### src/rtl/ysyx_25060170_pkg.sv
// Shared encodings for the multi-cycle sequencer: RV32I opcodes,
// the ebreak word and the FSM state encoding.
package ysyx_25060170_pkg;

  localparam logic [6:0] OP_LUI    = 7'b0110111;
  localparam logic [6:0] OP_AUIPC  = 7'b0010111;
  localparam logic [6:0] OP_JAL    = 7'b1101111;
  localparam logic [6:0] OP_JALR   = 7'b1100111;
  localparam logic [6:0] OP_BRANCH = 7'b1100011;
  localparam logic [6:0] OP_LOAD   = 7'b0000011;
  localparam logic [6:0] OP_STORE  = 7'b0100011;
  localparam logic [6:0] OP_IMM    = 7'b0010011;
  localparam logic [6:0] OP_REG    = 7'b0110011;

  localparam logic [31:0] EBREAK = 32'h00100073;

  typedef enum logic [2:0] {
    S_IDLE   = 3'd0,
    S_FETCH  = 3'd1,
    S_DECODE = 3'd2,
    S_EXEC   = 3'd3,
    S_MEM    = 3'd4,
    S_WB     = 3'd5,
    S_HALT   = 3'd6
  } state_t;

endpackage

### src/rtl/ysyx_25060170_seq_dec.sv
// Opcode classifier for the sequencer: load/store/branch flags
// and the legal-opcode check.
module ysyx_25060170_seq_dec
  import ysyx_25060170_pkg::*;
(
  input  logic [6:0] opcode,
  output logic       is_load,
  output logic       is_store,
  output logic       is_branch,
  output logic       legal
);

  always_comb begin
    is_load   = 1'b0;
    is_store  = 1'b0;
    is_branch = 1'b0;
    legal     = 1'b1;
    unique case (1'b1)
      opcode == OP_LOAD:   is_load   = 1'b1;
      opcode == OP_STORE:  is_store  = 1'b1;
      opcode == OP_BRANCH: is_branch = 1'b1;
      opcode == OP_LUI,
      opcode == OP_AUIPC,
      opcode == OP_JAL,
      opcode == OP_JALR,
      opcode == OP_IMM,
      opcode == OP_REG:    legal     = 1'b1;
      default:             legal     = 1'b0;
    endcase
  end

endmodule

### src/rtl/ysyx_25060170_seq.sv
// Multi-cycle control FSM: IDLE/FETCH/DECODE/EXEC/MEM/WB/HALT.
// Define YSYX_25060170_SEQ_PERF_EN to add cycle/instret counters.
module ysyx_25060170_seq
  import ysyx_25060170_pkg::*;
#(
  parameter int MEM_TIMEOUT = 255
) (
  input  logic        clk,
  input  logic        rst,
  input  logic [31:0] inst_i,
  input  logic        ifu_rvalid_i,
  input  logic        lsu_done_i,
  output logic        ifu_req_o,
  output logic        ir_we_o,
  output logic        lsu_req_o,
  output logic        lsu_wen_o,
  output logic        rf_we_o,
  output logic        pc_we_o,
  output logic        halt_o,
  output logic        illegal_o,
  output logic        fault_o,
`ifdef YSYX_25060170_SEQ_PERF_EN
  output logic [63:0] cycle_cnt_o,
  output logic [63:0] instret_o,
`endif
  output logic [2:0]  state_o
);

  localparam int CW = $clog2(MEM_TIMEOUT + 1);

  state_t          state_q, state_d;
  logic [CW-1:0]   cnt_q, cnt_d;
  logic            illegal_q, fault_q;
  logic            set_illegal, set_fault;
  logic            is_load, is_store, is_branch, legal;
  logic            last_wait;

  ysyx_25060170_seq_dec u_dec (
    .opcode    (inst_i[6:0]),
    .is_load   (is_load),
    .is_store  (is_store),
    .is_branch (is_branch),
    .legal     (legal)
  );

  // Final allowed wait cycle; a response in this cycle still wins.
  assign last_wait = (cnt_q == CW'(MEM_TIMEOUT - 1));

  always_comb begin
    state_d     = state_q;
    set_illegal = 1'b0;
    set_fault   = 1'b0;
    unique case (state_q)
      S_IDLE:  state_d = S_FETCH;
      S_FETCH: begin
        if (ifu_rvalid_i) begin
          state_d = S_DECODE;
        end else if (last_wait) begin
          state_d   = S_HALT;
          set_fault = 1'b1;
        end
      end
      S_DECODE: begin
        if (inst_i == EBREAK) begin
          state_d = S_HALT;
        end else if (!legal) begin
          state_d     = S_HALT;
          set_illegal = 1'b1;
        end else begin
          state_d = S_EXEC;
        end
      end
      S_EXEC:  state_d = (is_load || is_store) ? S_MEM : S_WB;
      S_MEM: begin
        if (lsu_done_i) begin
          state_d = S_WB;
        end else if (last_wait) begin
          state_d   = S_HALT;
          set_fault = 1'b1;
        end
      end
      S_WB:    state_d = S_FETCH;
      S_HALT:  state_d = S_HALT;
      default: state_d = S_IDLE;
    endcase
  end

  always_comb begin
    cnt_d = '0;
    if (state_d == state_q &&
        (state_q == S_FETCH || state_q == S_MEM)) begin
      cnt_d = cnt_q + 1'b1;
    end
  end

  always_ff @(posedge clk) begin
    if (!rst) begin
      state_q   <= S_IDLE;
      cnt_q     <= '0;
      illegal_q <= 1'b0;
      fault_q   <= 1'b0;
    end else begin
      state_q   <= state_d;
      cnt_q     <= cnt_d;
      illegal_q <= illegal_q | set_illegal;
      fault_q   <= fault_q | set_fault;
    end
  end

  assign ifu_req_o = (state_q == S_FETCH);
  assign ir_we_o   = (state_q == S_FETCH) && ifu_rvalid_i;
  assign lsu_req_o = (state_q == S_MEM);
  assign lsu_wen_o = (state_q == S_MEM) && is_store;
  assign pc_we_o   = (state_q == S_WB);
  assign rf_we_o   = (state_q == S_WB) && !is_store && !is_branch;
  assign halt_o    = (state_q == S_HALT);
  assign illegal_o = illegal_q;
  assign fault_o   = fault_q;
  assign state_o   = state_q;

`ifdef YSYX_25060170_SEQ_PERF_EN
  logic [63:0] cycle_q, instret_q;

  always_ff @(posedge clk) begin
    if (!rst) begin
      cycle_q   <= '0;
      instret_q <= '0;
    end else begin
      if (state_q != S_HALT) cycle_q <= cycle_q + 64'd1;
      if (state_q == S_WB) instret_q <= instret_q + 64'd1;
    end
  end

  assign cycle_cnt_o = cycle_q;
  assign instret_o   = instret_q;
`endif

endmodule
### config.mk
export PLATFORM = sky130hd
export DESIGN_NAME = ysyx_25060170_seq
export DESIGN_NICKNAME = d
export VERILOG_FILES = /design/src/rtl/ysyx_25060170_pkg.sv /design/src/rtl/ysyx_25060170_seq_dec.sv /design/src/rtl/ysyx_25060170_seq.sv
export SDC_FILE = /design/constraint.sdc
export NUM_CORES = 1
export LEC_CHECK = 0
export CORE_UTILIZATION = 41
export CTS_BUF_LIST = sky130_fd_sc_hd__clkbuf_2
export DETAILED_ROUTE_END_ITERATION = 8
export HOLD_SLACK_MARGIN = 0.12
export PLACE_DENSITY = 0.85
export SYNTH_ARGS = -nofsm -noshare
export SYNTH_HDL_FRONTEND = slang
export SYNTH_SLANG_ARGS = --single-unit
### constraint.sdc
create_clock -name clk -period 2.2 [get_ports clk]
set_clock_uncertainty 0.15 [all_clocks]
set_input_delay 0.44 -clock clk [delete_from_list [all_inputs] [get_ports clk]]
set_output_delay 0.44 -clock clk [all_outputs]
set_load 0.05 [all_outputs]
# Word level (Yosys, flattened, before mapping)
# Cells that the tools add are included.
[word_totals] reg_bits=13 in_bits=36 word_cells=56
[classes] addsub=1 eq_ne=18 muxes=18 bitwise=2 reduce_logical=13
[op_table] op="equality test 32 x 21 -> 1 bit, second input constant" n=1
[op_table] op="equality test 7 x 6 -> 1 bit, second input constant" n=3
[op_table] op="equality test 7 bit, second input constant" n=3
[op_table] op="one-hot mux 3 bit (6 select lines)" n=1
[op_table] op="2-to-1 mux 3 bit" n=5
[op_table] op="equality test 7 x 5 -> 1 bit, second input constant" n=2
[op_table] op="2-to-1 mux 1 bit" n=11
[op_table] op="equality test 3 bit, second input constant" n=3
[op_table] op="OR reduction 9 bit" n=1
[op_table] op="adder 8 x 1 -> 8 bit, second input constant" n=1
[op_table] op="equality test 8 bit, second input constant" n=1
[op_table] op="equality test 7 x 2 -> 1 bit, second input constant" n=1
[op_table] op="equality test 3 x 2 -> 1 bit, second input constant" n=2
[op_table] op="logical AND 1 bit" n=5
[op_table] op="equality test 3 x 1 -> 1 bit, second input constant" n=1
[op_table] op="equality test 3 bit" n=1
[op_table] op="zero test 3 bit" n=1
[op_table] op="zero test 1 bit" n=2
[op_table] op="logical OR 1 bit" n=2
[op_table] op="OR 1 bit" n=2
[op_table] op="one-hot mux 1 bit (2 select lines)" n=1
[op_table] op="AND reduction 2 bit" n=1
[op_table] op="OR reduction 2 bit" n=1

# Longest topological paths before layout
# Gate-level depths: netlist of the first run.
[logic_depth] depth_word=9 depth_mapped=6

# Hierarchy
# A second synthesis of the first run with hierarchy kept.
[unflattened] cells_unflattened=106 area_unflattened_um2=937.1
[modules_own_cells] module="ysyx_25060170_seq" instances=1 cells_each=95 area_each_um2=857.1 seq_area_each_um2=260.2
[modules_own_cells] module="ysyx_25060170_seq_dec" instances=1 cells_each=11 area_each_um2=80.1 seq_area_each_um2=0.0

# Worst setup path before layout of the first run
# Ideal clock, no wire load.
[synth_timing] path_type="register to output" start="register state_q[2] (netlist: state_o[2])" end="output lsu_wen_o" arrival_ps=2221 required_ps=1610 slack_ps=-611 stages_incl_launch_ff=5 cell_sequence="dfxtp_1 -> buf_4 -> nand2b_1 -> nor2_1 -> and4_1"
[synth_between] elab_chain_len=2
[synth_lines] item="from (decl)" line="ysyx_25060170_seq.sv:31" rtl="state_t state_q, state_d;"
[synth_lines] item="from (signal assigned)" line="ysyx_25060170_seq.sv:103" rtl="state_q <= state_d;"
[synth_lines] item="equality test 3 bit"
[synth_lines] item="via lsu_req_o" line="ysyx_25060170_seq.sv:15" rtl="output logic lsu_req_o,"
[synth_lines] item="logical AND 1 bit" line="ysyx_25060170_seq.sv:113" rtl="assign lsu_wen_o = (state_q == S_MEM) && is_store;"
[synth_lines] item="to (decl)" line="ysyx_25060170_seq.sv:16" rtl="output logic lsu_wen_o,"
# The timed path passes the listed nets, and every way through them passes these cells.

# Worst setup path in the final report of the first run
[layout_timing] start="input inst_i[4]" end="output lsu_wen_o"
[layout_between] elab_chain_len=3
[layout_lines] item="from (decl)" line="ysyx_25060170_seq.sv:10" rtl="input logic [31:0] inst_i,"
[layout_lines] item="equality test 7 x 6 -> 1 bit" line="ysyx_25060170_seq_dec.sv:20" rtl="opcode == OP_STORE: is_store = 1'b1;"
[layout_lines] item="2-to-1 mux 1 bit" line="ysyx_25060170_seq_dec.sv:18" rtl="unique case (1'b1)"
[layout_lines] item="logical AND 1 bit" line="ysyx_25060170_seq.sv:113"
# No other way between the ends.

==> impl_metrics.py, run 1 <==
metrics = {
    "run_status": {
        "outcome": "complete, no violations",
    },
    "place": {
        "hpwl_um": 1840,
        "place.gp.congestion": 0.813,
        "dpl_cell_area_mm2": 0.00138,
        "dp_cells": 170,
        "io_buffers": 47,
    },
    "final_layout": {
        "final_nets": 188,
        "postLayoutCoreUtil": 0.785,
        "layout-drive-gt1-share": 0.208,
        "postLayoutCellArea_mm2": 0.00142,
        "diodes": 0,
        "instances_no_fill": 174,
        "areaGrowthSynthToFinish_pct": 72.9,
        "fillers": 136,
    },
    "clocking": {
        "cts_tree": "built",
        "clk_latency_ps": 280,
        "cts_sinks": 13,
        "htree_levels": 1,
        "cts_buffers": 3,
        "cts_setup_buffers": 0,
        "root_buffer": "clkbuf_2",
        "clockBufferDepth": 2,
        "clk_pin_slew_ps": 130,
    },
    "setup_path": {
        "critical-path-top-delay-family": "buffers and inverters",
        "path_max_fanout": 5,
        "cpPeakStageDelay_ps": 490,
        "cp.arrival_ps": 1570,
        "startpoint_type": "input port",
        "path_cells": "clkdlybuf4s50_1, nor2_1, and4_2, buf_12",
        "crit_buf_inv": 2,
        "crit_slowest_cell": "clkdlybuf4s50_1",
        "end_kind": "primary output",
        "required_ps": 1610,
        "path_class": "in -> out",
    },
    "timing": {
        "slew_viol_final": 0,
        "relSlewSlack": 0.657,
        "finalHoldViolCount": 0,
        "setup_viol": 0,
        "tns_ps": 0,
        "final.period_utilization": 0.980,
        "worst-slew-pin-transition_ps": 513,
        "fmax_mhz": 464,
        "period_needed_ps": 2160,
        "holdWs_ps": 357,
    },
    "grt": {
        "grt_max_degree": 12,
        "track_usage": 0.236,
        "antenna_found_initial": 0,
        "grt_pass1_vias": 911,
        "grt_pass1_wl_um": 3670,
        "grt_overflow": 0,
    },
    "synth": {
        "syn_inst": 97,
        "synth-seq-cells": 13,
        "postSynthAreaPerCell_um2": 8.44,
        "synth.cell_area_um2": 818,
        "synthDistinctLibCells": 41,
        "syn-num-nets": 135,
        "yosysWarnings": 0,
        "yosysSeqAreaShare": 0.318,
    },
    "routing": {
        "drtIter0Drc": 9,
        "vias_per_cell": 5.38,
        "wire_per_inst_um": 13.0,
        "top_layer": "met4",
        "final_antenna_net_count": 0,
        "vias": 936,
        "drt_first_pass_iters": 4,
        "drc": 0,
        "wl_met1_um": 889,
        "routed_wirelength_um": 2260,
        "dr_wl_met2_um": 1180,
        "met3WireLength_um": 147,
    },
    "power": {
        "powerDensity_mw_per_mm2": 601,
        "internal_power_mw": 0.506,
        "power_frac_clock": 0.150,
        "power.switching_mw": 0.344,
        "p_leak_nw": 0.553,
        "swShare": 0.404,
        "combPwrFrac": 0.496,
        "p_seq_frac": 0.354,
        "vdd.ir_drop.worst_v": 0.000331,
    },
    "floorplanning": {
        "die_h_um": 46.7,
        "coreArea_mm2": 0.00180,
        "row_count": 15,
        "dieWidth_um": 46.7,
        "die_area_mm2": 0.00218,
        "initial_core_util": 0.454,
        "ios": 48,
    },
    "hold_path": {
        "hold_class": "reg -> reg",
    },
    "flow_run": {
        "maxCapViolations": 0,
    },
}
==> worst paths after layout <==
kind,cells past startpoint,slack (ps),end,startpoint
max reg2reg,5,520,cnt_q[3],cnt_q[0]
max,4,40,lsu_wen_o,inst_i[4]
min reg2reg,1,360,fault_o,fault_o
min,1,360,fault_o,fault_o
==> power by group through the flow <==
| stage | logic [mW] | registers [mW] | clock network (mW) |
|---|---|---|---|
| after CTS | 0.421 | 0.297 | 0.129 |
| after global routing | 0.446 | 0.307 | 0.145 |
| after floorplan | 0.205 | 0.334 | 0 |
| after global placement | 0.413 | 0.301 | 0 |
| after detailed placement | 0.419 | 0.302 | 0 |
| final | 0.422 | 0.301 | 0.128 |
==> Yosys cell counts, drive strengths merged <==
master	count	area, µm²
a211oi	1	7.51
a21boi	2	15.0
a21oi	2	10.0
a31oi	1	6.26
and2	3	18.8
and3	2	13.8
and4	2	20.0
buf	3	23.8
dfxtp	13	260
ha	2	25.0
inv	5	18.8
nand2	5	18.8
nand2b	1	6.26
nand3	4	20.0
nand3b	1	7.51
nand4	3	33.8
nand4b	1	8.76
nor2	13	48.8
nor2b	2	12.5
nor3	2	10.0
nor3b	4	35.0
nor4	5	31.3
nor4b	2	17.5
nor4bb	1	10.0
o211ai	1	7.51
o21a	2	15.0
o21ai	1	5.00
o221ai	1	8.76
o31a	1	8.76
o31ai	1	7.51
o41ai	1	8.76
or3b	2	17.5
or4	1	7.51
xnor2	1	8.76
xor2	5	43.8
==> what timing repair did <==
action                                  4_1_cts  5_1_grt
pin swaps                                     2        2
resized for setup                             6        5
endpoints found under the setup margin        2        5
hold buffers                                  0        0
hold endpoints to repair                      0        0
==> routing by layer <==
metal  up-vias  track usage
met1       421        0.271
met5         -            0
li1        459            -
met3         6       0.0667
met4         0       0.0514
met2        50        0.428
==> placed cells by master (no fill, tap or decap), types with 5 or more instances in the layout <==
cell / instances
clkdlybuf4s50_1: 33
nor4_1: 5
buf_4: 7
inv_1: 5
dfxtp_1: 11
nor2_1: 12
xor2_1: 5
buf_12: 5
==> sequential cells by signal, summed over array words and instances (netlist names) <==
signal and flops:
fault_o 1, cnt_q 8, state_o 3, illegal_o 1
==> area by class of cell <==
class | count | area (µm²) | share of cell area
clock buffers | 4 | 20.0 | 0.0141
inverters | 5 | 18.8 | 0.0133
multi-input cells | 76 | 534 | 0.378
flip-flops and latches | 13 | 265 | 0.187
well taps | 25 | 31.3 | 0.0221
repair buffers | 51 | 546 | 0.385
==> cell families (layout without fill, tap and decap cells) <==
| group | Yosys count | in the layout | synth area share |
|---|---|---|---|
| AOI/OAI and AO/OA | 14 | 14 | 0.122 |
| xor gates and xnor gates | 6 | 6 | 0.0642 |
| adders and majority gates | 2 | 2 | 0.0306 |
| buffers and inverters | 8 | 60 | 0.0520 |
| DFF | 13 | 13 | 0.318 |
| and+or+nand+nor | 54 | 54 | 0.413 |
==> metrics by stage <==
stage	setup slack, ps	total power, mW
after global placement	-168	0.713
after floorplan	-84.2	0.540
after detailed placement	-170	0.721
final	44.4	0.850
after global routing	-0.415	0.898
after CTS	31.4	0.846
No activity file was read; power rests on OpenSTA's default activity.
==> run 2, diff against run 1 <==
- CORE_MARGIN: default -> 2
==> impl_metrics.py, run 2 (synthesis results as in run 1) <==
metrics = {
    "setup_path": {
        "required_ps": 1610,
        "cp.arrival_ps": 1530,
        "cpPeakStageDelay_ps": 270,
        "ff2ff_setup_slack_ps": 520,
        "path_max_fanout": 3,
        "path_class": "in -> out",
        "end_kind": "primary output",
        "path_cells": "dlygate4sd2_1, nor4bb_2, buf_4, nand2_2, o21a_2, buf_8",
        "crit_slowest_cell": "nor4bb_2",
        "startpoint_type": "input port",
    },
    "timing": {
        "worst-slew-pin-transition_ps": 514,
        "fmax_mhz": 471,
        "period_needed_ps": 2120,
        "setup_viol": 0,
        "relSlewSlack": 0.657,
        "final.period_utilization": 0.965,
        "holdWs_ps": 330,
        "rsz0062_at_grt": "false",
        "finalHoldViolCount": 0,
        "slew_viol_final": 0,
    },
    "grt": {
        "grt_pass1_wl_um": 3980,
        "track_usage": 0.208,
        "use_met1": 0.249,
        "grtUsageMet3": 0.0370,
        "grt_pass1_vias": 925,
        "met2_usage": 0.370,
        "antenna_found_initial": 0,
        "grt_max_degree": 12,
        "busiest_layer": "met2",
        "grt_overflow": 0,
    },
    "power": {
        "power_frac_clock": 0.147,
        "p_seq_frac": 0.357,
        "combPwrFrac": 0.496,
        "vdd.ir_drop.worst_v": 0.000423,
        "p_leak_nw": 0.553,
        "internal_power_mw": 0.507,
        "swShare": 0.404,
        "powerDensity_mw_per_mm2": 596,
        "power.switching_mw": 0.343,
    },
    "routing": {
        "wire_per_inst_um": 13.0,
        "drtIter0Drc": 18,
        "vias": 933,
        "routed_wirelength_um": 2290,
        "drt_first_pass_iters": 4,
        "final_antenna_net_count": 0,
        "vias_per_cell": 5.30,
        "drc": 0,
    },
    "final_layout": {
        "final_cell_mix": "clkdlybuf4s50_1 (33), nor2_1 (12), dfxtp_1 (11)",
        "largest_reg_flops": 8,
        "fillers": 138,
        "final_nets": 188,
        "areaGrowthSynthToFinish_pct": 74.2,
        "multi_input_area_um2": 541,
        "layout_commonest_cell": "clkdlybuf4s50_1",
        "seq_area_um2": 265,
        "layout-drive-gt1-share": 0.215,
        "postLayoutCellArea_mm2": 0.00143,
        "regMostFlops": "cnt_q",
        "diodes": 0,
    },
    "clocking": {
        "clk_pin_slew_ps": 120,
        "root_buffer": "clkbuf_2",
        "cts_buffers": 3,
        "clk_latency_ps": 270,
        "cts_tree": "built",
        "htree_levels": 1,
        "cts_sinks": 13,
        "clockBufferDepth": 2,
    },
    "place": {
        "dpl_cell_area_mm2": 0.00138,
        "hpwl_um": 1850,
        "io_buffers": 47,
        "place.gp.congestion": 0.776,
    },
    "floorplanning": {
        "die_area_mm2": 0.00237,
        "row_count": 16,
        "die_h_um": 48.7,
        "dieWidth_um": 48.7,
        "ios": 48,
        "initial_core_util": 0.426,
        "coreArea_mm2": 0.00192,
    },
    "flow_run": {
        "maxCapViolations": 0,
    },
    "hold_path": {
        "hold_class": "reg -> reg",
    },
    "run_status": {
        "outcome": "complete, no violations",
    },
}
run 2: power groups by stage:
stage	Combinational [mW]	Sequential (mW)	Clock, mW
2_1_floorplan	0.205	0.334	0
3_3_place_gp	0.412	0.303	0
3_5_place_dp	0.418	0.303	0
4_1_cts	0.420	0.298	0.128
5_1_grt	0.447	0.309	0.136
6_report	0.422	0.303	0.125
run 2: cell type report:
cell class,count,area share
repair buffers,51,0.384
multi-input cells,76,0.379
flip-flops and latches,13,0.186
well taps,27,0.0237
clock buffers,4,0.0140
inverters,5,0.0132
run 2: through the flow:
stage	utilization	std cells	setup TNS (ps)	power (mW)	setup WS, ps
after detailed placement	0.720	172	-311	0.721	-187
final	0.742	176	0	0.850	76.7
after global routing	0.742	176	0	0.893	9.69
after global placement	0.720	172	-266	0.716	-156
after floorplan	-	97	-84.2	0.540	-84.2
after CTS	0.736	176	0	0.846	34.2
run 2: path summary, 6_finish.rpt:
check	startpoint	to	cells past startpoint
worst max register to register	cnt_q[0]	cnt_q[4]	5
worst min register to register	illegal_o	illegal_o	2
worst min-delay path	illegal_o	illegal_o	2
worst max-delay path	inst_i[2]	rf_we_o	6
run 2: repair_timing:
item | in CTS | in global routing
hold buffers | 0 | 0
pin swaps | 2 | 2
setup buffers | 0 | 0
endpoints found under the setup margin | 2 | 3
resized for setup | 8 | 5
run 2: worst max-delay path: cells and delay by family:
family / cells / cell delay, ps
AO/OA/AOI/OAI: 1 / 210
buffers and inverters: 3 / 560
AND/OR/NAND/NOR: 2 / 330
run 2: layer usage:
layer / up-vias / share of wire
met4: 0 / 0.012
met1: 429 / 0.42
li1: 460 / -
met5: - / 0
met3: 6 / 0.061
met2: 38 / 0.50
